File: config.mk
export PLATFORM = sky130hd
export DESIGN_NAME = dc_fpp_seq
export DESIGN_NICKNAME = d
export VERILOG_FILES = /design/src/rtl/dc_fpp_seq.sv
export SDC_FILE = /design/constraint.sdc
export NUM_CORES = 1
export LEC_CHECK = 0
export BUFFER_PORTS_ARGS = -buffer_cell sky130_fd_sc_hd__buf_2
export CAP_MARGIN = 10
export CORE_ASPECT_RATIO = 1.4
export CORE_MARGIN = 4
export CORE_UTILIZATION = 55
export CTS_BUF_LIST = sky130_fd_sc_hd__clkbuf_2
export DETAILED_ROUTE_END_ITERATION = 8
export GPL_ROUTABILITY_DRIVEN = 0
export GPL_TIMING_DRIVEN = 1
export PLACE_DENSITY = 0.88
export SLEW_MARGIN = 20
export SYNTH_ARGS = -nofsm -noshare
export SYNTH_HDL_FRONTEND = slang
export SYNTH_SLANG_ARGS = --single-unit
File: constraint.sdc
create_clock -name clock -period 8.7 [get_ports clock]
set_clock_uncertainty 0.1 [all_clocks]
set_input_delay 0.435 -clock clock [delete_from_list [all_inputs] [get_ports clock]]
set_output_delay 0.435 -clock clock [all_outputs]
set_load 0.01 [all_outputs]
File: src/rtl/dc_fpp_seq.sv
// Sequencer/arbiter sharing the dc_fpp 64x16 scratch RAM between the FPP engine (E) and host port (H).
// Define DC_FPP_FIXPRIO_EN for fixed E-over-H priority; otherwise ties are settled round-robin.
module dc_fpp_seq #(
    parameter int RR_INIT   = 0,
    parameter int ZERO_FILL = 1
) (
    input  logic        clock,
    input  logic        reset_n,
    input  logic        e_req,
    input  logic        e_we,
    input  logic [3:0]  e_reg,
    input  logic [1:0]  e_len,
    input  logic [63:0] e_wdata,
    output logic        e_ack,
    input  logic        h_req,
    input  logic        h_we,
    input  logic [3:0]  h_reg,
    input  logic [1:0]  h_len,
    input  logic [63:0] h_wdata,
    output logic        h_ack,
    output logic [63:0] rdata,
    output logic        busy,
    output logic [5:0]  ram_addr,
    output logic [15:0] ram_data,
    output logic        ram_wren,
    output logic        ram_rden,
    input  logic [15:0] ram_q
);

    typedef enum logic [1:0] {IDLE, RUN, WAIT, ACK} state_t;

    state_t      state, state_nxt;
    logic        any_req, pick_h, sel_we;
    logic [1:0]  sel_len;
    logic        gnt_h, op_we;
    logic [3:0]  op_reg;
    logic [1:0]  op_len, k;
    logic [63:0] op_wdata;
    logic        rd_pend;
    logic [1:0]  rd_idx;
`ifndef DC_FPP_FIXPRIO_EN
    logic        rr;
`endif

    function automatic logic [15:0] get_word(input logic [63:0] v, input logic [1:0] i);
        case (i)
            2'd0:    get_word = v[63:48];
            2'd1:    get_word = v[47:32];
            2'd2:    get_word = v[31:16];
            default: get_word = v[15:0];
        endcase
    endfunction

    function automatic logic [63:0] put_word(input logic [63:0] v, input logic [1:0] i,
                                             input logic [15:0] w);
        put_word = v;
        case (i)
            2'd0:    put_word[63:48] = w;
            2'd1:    put_word[47:32] = w;
            2'd2:    put_word[31:16] = w;
            default: put_word[15:0]  = w;
        endcase
    endfunction

    assign any_req = e_req | h_req;
`ifdef DC_FPP_FIXPRIO_EN
    assign pick_h  = h_req & ~e_req;
`else
    assign pick_h  = h_req & (~e_req | rr);
`endif
    assign sel_we  = pick_h ? h_we : e_we;
    assign sel_len = pick_h ? h_len : e_len;

    always_comb begin
        state_nxt = state;
        case (state)
            IDLE: if (any_req) state_nxt = RUN;
            RUN:  if (k == op_len) state_nxt = op_we ? ACK : WAIT;
            WAIT: state_nxt = ACK;
            ACK:  state_nxt = IDLE;
            default: state_nxt = IDLE;
        endcase
    end

    always_ff @(posedge clock or negedge reset_n) begin
        if (!reset_n) begin
            state <= IDLE;
        end else begin
            state <= state_nxt;
        end
    end

    // Operand latch: only the granting cycle looks at the request-side inputs.
    always_ff @(posedge clock) begin
        if (state == IDLE && any_req) begin
            gnt_h    <= pick_h;
            op_we    <= sel_we;
            op_reg   <= pick_h ? h_reg : e_reg;
            op_len   <= (sel_len == 2'd2) ? 2'd3 : sel_len;
            op_wdata <= pick_h ? h_wdata : e_wdata;
        end
    end

    // Read words return one cycle after their rden, so capture trails the issuing access.
    always_ff @(posedge clock or negedge reset_n) begin
        if (!reset_n) begin
            k       <= 2'd0;
            rd_pend <= 1'b0;
            rd_idx  <= 2'd0;
            rdata   <= 64'd0;
`ifndef DC_FPP_FIXPRIO_EN
            rr      <= 1'(RR_INIT);
`endif
        end else begin
            rd_pend <= (state == RUN) && !op_we;
            rd_idx  <= k;
            if (state == IDLE && any_req) begin
                k <= 2'd0;
            end else if (state == RUN && k != op_len) begin
                k <= k + 2'd1;
            end
            if (state == IDLE && any_req && !sel_we && ZERO_FILL != 0) begin
                rdata <= 64'd0;
            end else if (rd_pend) begin
                rdata <= put_word(rdata, rd_idx, ram_q);
            end
`ifndef DC_FPP_FIXPRIO_EN
            if (state == ACK) rr <= ~gnt_h;
`endif
        end
    end

    assign busy     = (state != IDLE);
    assign e_ack    = (state == ACK) && !gnt_h;
    assign h_ack    = (state == ACK) && gnt_h;
    assign ram_wren = (state == RUN) && op_we;
    assign ram_rden = (state == RUN) && !op_we;
    assign ram_addr = (state == RUN) ? {op_reg, k} : 6'd0;
    assign ram_data = ram_wren ? get_word(op_wdata, k) : 16'd0;

endmodule
* Word level (Yosys, flattened, before mapping)
Index checks and enable logic that the tools add are counted.
Word-level totals: register bits after elaboration 144, bits of input ports 162, output and inout port bits 91, logic and storage cells 77
Cells by class: add/subtract/negate cells 1, equality and inequality tests 13, multiplexer cells 19, bitwise operators 5, reductions and logical operators 25
Operator list (number):
- 64-bit 2-to-1 mux | 3
- 16-bit 2-to-1 mux | 5
- 16-bit one-hot mux with 3 select lines | 1
- 2-bit nonzero test | 6
- 2-bit equality test (second input constant) | 5
- 2-bit 2-to-1 mux | 5
- 2-bit AND reduction | 5
- 2-bit one-hot mux with 4 select lines | 1
- 1-bit logical AND | 7
- 2-bit by 1-bit equality test with 1-bit output (second input constant) | 3
- 2-bit logical NOT | 3
- 6-bit 2-to-1 mux | 1
- 4-bit 2-to-1 mux | 1
- 2-bit inequality test (second input constant) | 2
- 1-bit logical NOT | 3
- 3-bit OR reduction | 1
- 2-bit by 1-bit adder with 2-bit output (second input constant) | 1
- 2-bit equality test | 1
- 1-bit 2-to-1 mux | 2
- 2-bit by 1-bit inequality test with 1-bit output (second input constant) | 1
- 2-bit inequality test | 1
- 1-bit inverter | 2
- 1-bit OR | 2
- 1-bit bitwise AND | 1

* Logic depth before layout (Yosys ltp)
depth after elaboration 8, depth in mapped cells 7, gate-level depth less buffers 5

* Worst setup path after synthesis
No wires, ideal clock.
path kind reg2reg, start point register state[1], end point register gnt_h, enable pin, arrival time 2.309 ns, slack 5.865 ns, cell stages (with the launch flop) 5, cell sequence dfrtp_1 -> inv_1 -> ha_1 -> o21ai_0 -> inv_1
On the way: cells in the longest elaborated chain, start to end 2
RTL lines:
- start: declaration | line 32 | state_t state, state_nxt;
- start signal: assignment | line 89 | state <= state_nxt;
- 2-bit logical NOT | line 95 | if (state == IDLE && any_req) begin
- 1-bit logical AND | line 95
- end signal: assignment | line 96 | gnt_h <= pick_h;
- end: declaration | line 35 | logic gnt_h, op_we;
Every way passes these cells. A chain may end at the register's enable or synchronous reset.

* Final worst setup path
start point register k[0], end point output port ram_data[1]
On the way: cells in the longest elaborated chain, start to end 3
RTL lines:
- start: declaration | line 37 | logic [1:0] op_len, k;
- start signal: assignment | line 120 | k <= k + 2'd1;
- 2-bit equality test (tied with other cells) | line 46 | case (i)
- 16-bit one-hot mux with 3 select lines * | line 46
- 16-bit 2-to-1 mux * | line 139 | assign ram_data = ram_wren ? get_word(op_wdata, k) : 16'd0;
- end: declaration | line 24 | output logic [15:0] ram_data,
Every way passes the cells marked *; elsewhere a longest branch is shown, timed or not.

==> impl_metrics.py <==
metrics = {
    "outcome": {
        "run_status": "completed",
    },
    "clock_tree": {
        "ctsHtreeMaxLevel": 4,
        "cts.path.max_buffers": 2,
        "cts_made_buffers": 17,
        "insertion_delay_ps": 670,
        "cts_setup_buffers": 0,
        "cts_tree": "done",
        "clkSlewWorstSetupHoldPaths_ps": 200,
        "post_cts_resize_count": 0,
        "cts_root_buffer": "sky130_fd_sc_hd__clkbuf_2",
        "cts.sink_count": 144,
    },
    "die": {
        "fp.dieArea_um2": 14300,
        "die_w_um": 102.2,
        "std_cell_rows": 47,
        "floorplan.initialDensity": 0.5696,
        "die_h_um": 139.9,
        "core_area_um2": 12000,
        "design.portCount": 253,
    },
    "global_route": {
        "grt_usage": 0.3170,
        "pin_count_of_the_biggest_net_entering_global_routing": 74,
        "grt_remaining_overflow": 0,
        "antenna_found_initial": 1,
        "grt_pass1_vias": 6295,
        "grt_pass1_wl_mm": 34.27,
    },
    "logic_synthesis": {
        "synth_fp_nets": 669,
        "synth_top_area_frac": 0.3164,
        "synth_seq_area_share": 0.5801,
        "ys_dominant_reg_cell": "sky130_fd_sc_hd__edfxtp_1",
        "yosys-top-cells-area": "sky130_fd_sc_hd__edfxtp_1 (32%), sky130_fd_sc_hd__dfrtp_1 (26%), sky130_fd_sc_hd__mux2_2 (12%)",
        "post_synth_instance_area_um2": 6833,
        "syn-instance-count": 500,
        "synth_cell_types": 33,
        "number_of_synthesized_flops_with_an_enable_pin": 72,
        "yosys_warnings": 0,
        "synth.largest_area_cell": "sky130_fd_sc_hd__edfxtp_1",
        "synth_common_cells": "sky130_fd_sc_hd__dfrtp_1 (72), sky130_fd_sc_hd__edfxtp_1 (72), sky130_fd_sc_hd__mux2_2 (70)",
        "ys_async_sr_fraction": 0.5000,
        "ys_ff_latch": 144,
        "syn-mean-instance-area_um2": 13.67,
    },
    "cells_and_area": {
        "layout-drive-gt1-share": 0.4139,
        "net_count_reported_at_finish": 1062,
        "fin_area_um2": 9879,
        "final_core_utilization": 0.8235,
        "area_growth_syn_to_layout_pct": 44.59,
        "fin_cells": 1054,
    },
    "placement": {
        "detailed_place_hpwl_mm": 13.52,
        "placedInstanceArea_um2": 8045,
        "count_of_input_and_output_buffers": 252,
        "placed_cells_incl_taps": 866,
    },
    "setup_path": {
        "worstSetupStartpointType": "flip-flop",
        "end_kind": "output port",
        "cpPeakStageDelay_ps": 540,
        "critPathKind": "flip-flop to output port",
        "critical_path_arrival_ps": 2790,
        "critical-path-slowest-cell": "sky130_fd_sc_hd__a222oi_1",
        "critPathRequiredTime_ps": 8170,
        "crit_chain": "inv_1, ha_1, a222oi_1, o21ai_0, and2_1, buf_2",
        "highest_net_fanout_along_the_worst_path": 16,
    },
    "power": {
        "vdd.ir_drop.worst_uv": 156.9,
        "p_total_mw": 2.543,
        "leakage_nw": 4.839,
        "power_density_nw_per_um2": 257.4,
    },
    "sta": {
        "final.period_utilization": 0.3818,
        "setup_repair_after_global_routing_missed_its_margin": "no",
        "hold_violations": 0,
        "final-max-slew-violation-count": 0,
        "achievable-frequency_mhz": 301.0,
        "tightestPinTransition_ps": 1094,
        "setup_viol_count_final": 0,
        "final.setup.tns_ps": 0,
        "layout_min_cycle_time_ps": 3322,
        "max_slew_headroom": 0.2698,
    },
    "drt": {
        "drt_iter0_drc": 520,
        "drt-total-wl_mm": 22.96,
        "dr_total_vias": 6079,
        "drtAntennaViolNets": 0,
        "avgViaCountPerCell": 5.768,
        "routed_wire_length_per_instance_um": 21.78,
        "drcViolationCount": 0,
        "drt_first_pass_iters": 8,
    },
    "worst_hold_path": {
        "hold_path.class": "primary input to flip-flop",
    },
    "flow_run": {
        "cap_viol_max_count": 0,
    },
}
-- where the power goes --
group	switching [mW]	total, mW	internal [mW]
clock	0.252	0.440	0.188
combinational	0.576	1.00	0.429
sequential	0.130	1.10	0.968
-- critical path, delay by kind of cell, from the launching register on --
| kind | cells | cell delay, ps |
|---|---|---|
| AO/OA/AOI/OAI | 2 | 720 |
| adder cells (fa/ha/maj) | 1 | 430 |
| buffers and inverters | 2 | 260 |
| flip-flops | 1 | 510 |
| AND/OR/NAND/NOR | 1 | 230 |
-- placed cells by master, fill, tap and decap left out, types with 2 or more instances in the layout --
cell type and instances:
sky130_fd_sc_hd__ha_1 6, sky130_fd_sc_hd__o211ai_1 2, sky130_fd_sc_hd__bufinv_16 4, sky130_fd_sc_hd__edfxtp_1 72, sky130_fd_sc_hd__buf_2 252, sky130_fd_sc_hd__a222oi_1 16, sky130_fd_sc_hd__a21oi_2 11, sky130_fd_sc_hd__dfrtp_1 72
sky130_fd_sc_hd__nand2b_1 2, sky130_fd_sc_hd__inv_1 7, sky130_fd_sc_hd__nor2_1 4, sky130_fd_sc_hd__clkbuf_2 17, sky130_fd_sc_hd__dlygate4sd3_1 154, sky130_fd_sc_hd__mux2_2 70, sky130_fd_sc_hd__inv_2 3, sky130_fd_sc_hd__o31ai_1 2
sky130_fd_sc_hd__o21a_1 2, sky130_fd_sc_hd__nand3b_1 2, sky130_fd_sc_hd__o21ai_0 18, sky130_fd_sc_hd__nor2b_1 3, sky130_fd_sc_hd__clkinv_4 2, sky130_fd_sc_hd__inv_6 2, sky130_fd_sc_hd__clkinv_2 2, sky130_fd_sc_hd__buf_4 4
sky130_fd_sc_hd__nand2_1 20, sky130_fd_sc_hd__and2_1 23, sky130_fd_sc_hd__xor2_1 2, sky130_fd_sc_hd__a21oi_1 53, sky130_fd_sc_hd__mux2i_1 66
-- metrics by stage --
| stage | hold slack, ps | setup slack, ps |
|---|---|---|
| floorplan | 39.41 | 5865 |
| global placement | 373.9 | 6348 |
| detailed placement | 404.4 | 6244 |
| CTS | 7.605 | 5476 |
| global route | -0.8659 | 5176 |
| finish | 58.38 | 5378 |
-- layout make-up --
class,instances,area [um2]
sequential,144,3964
timing repair buffer,411,2848
multi-input combinational,311,2576
fill,587,2117
clock inverter,15,190.2
tap,147,183.9
clock buffer,17,85.08
inverter,8,30.03
antenna,1,2.502
-- cells by family after synthesis --
kind of cell	Yosys count	share of synthesized area
and+or+nand+nor	59	0.04724
muxes	136	0.2120
DFF	144	0.5801
AOI/OAI and AO/OA	107	0.1002
buffers and inverters	45	0.04505
adders and majority gates	7	0.01282
xor gates and xnor gates	2	0.002564
-- routing by layer --
layer	share of wire	wire length (um)	vias to the layer above	track usage
li1	-	-	2655	-
met1	0.34	7795	2876	0.3462
met2	0.50	11550	441	0.5396
met3	0.089	2035	107	0.07962
met4	0.069	1575	0	0.1949
met5	0	0	-	0
-- timing repair --
| action | 4_1_cts | 5_1_grt |
|---|---|---|
| hold buffers | 153 | 1 |
| setup endpoints to repair | 0 | 0 |
| endpoints found under the hold margin | 202 | 1 |
-- worst paths after layout --
path | slack, ps | cells past startpoint | to | start
worst max-delay path | 5380 | 6 | ram_data[1] | k[0]
worst min-delay path | 60 | 2 | op_wdata[19] | e_wdata[19]
worst max register to register | 5920 | 4 | op_wdata[33] | rr
worst min register to register | 440 | 0 | rd_idx[1] | k[1]
max in group asynchronous | 7520 | 3 | k[1] | reset_n
min in group asynchronous | 390 | 3 | rdata[22] | reset_n
(Power assumes the default switching activity.)
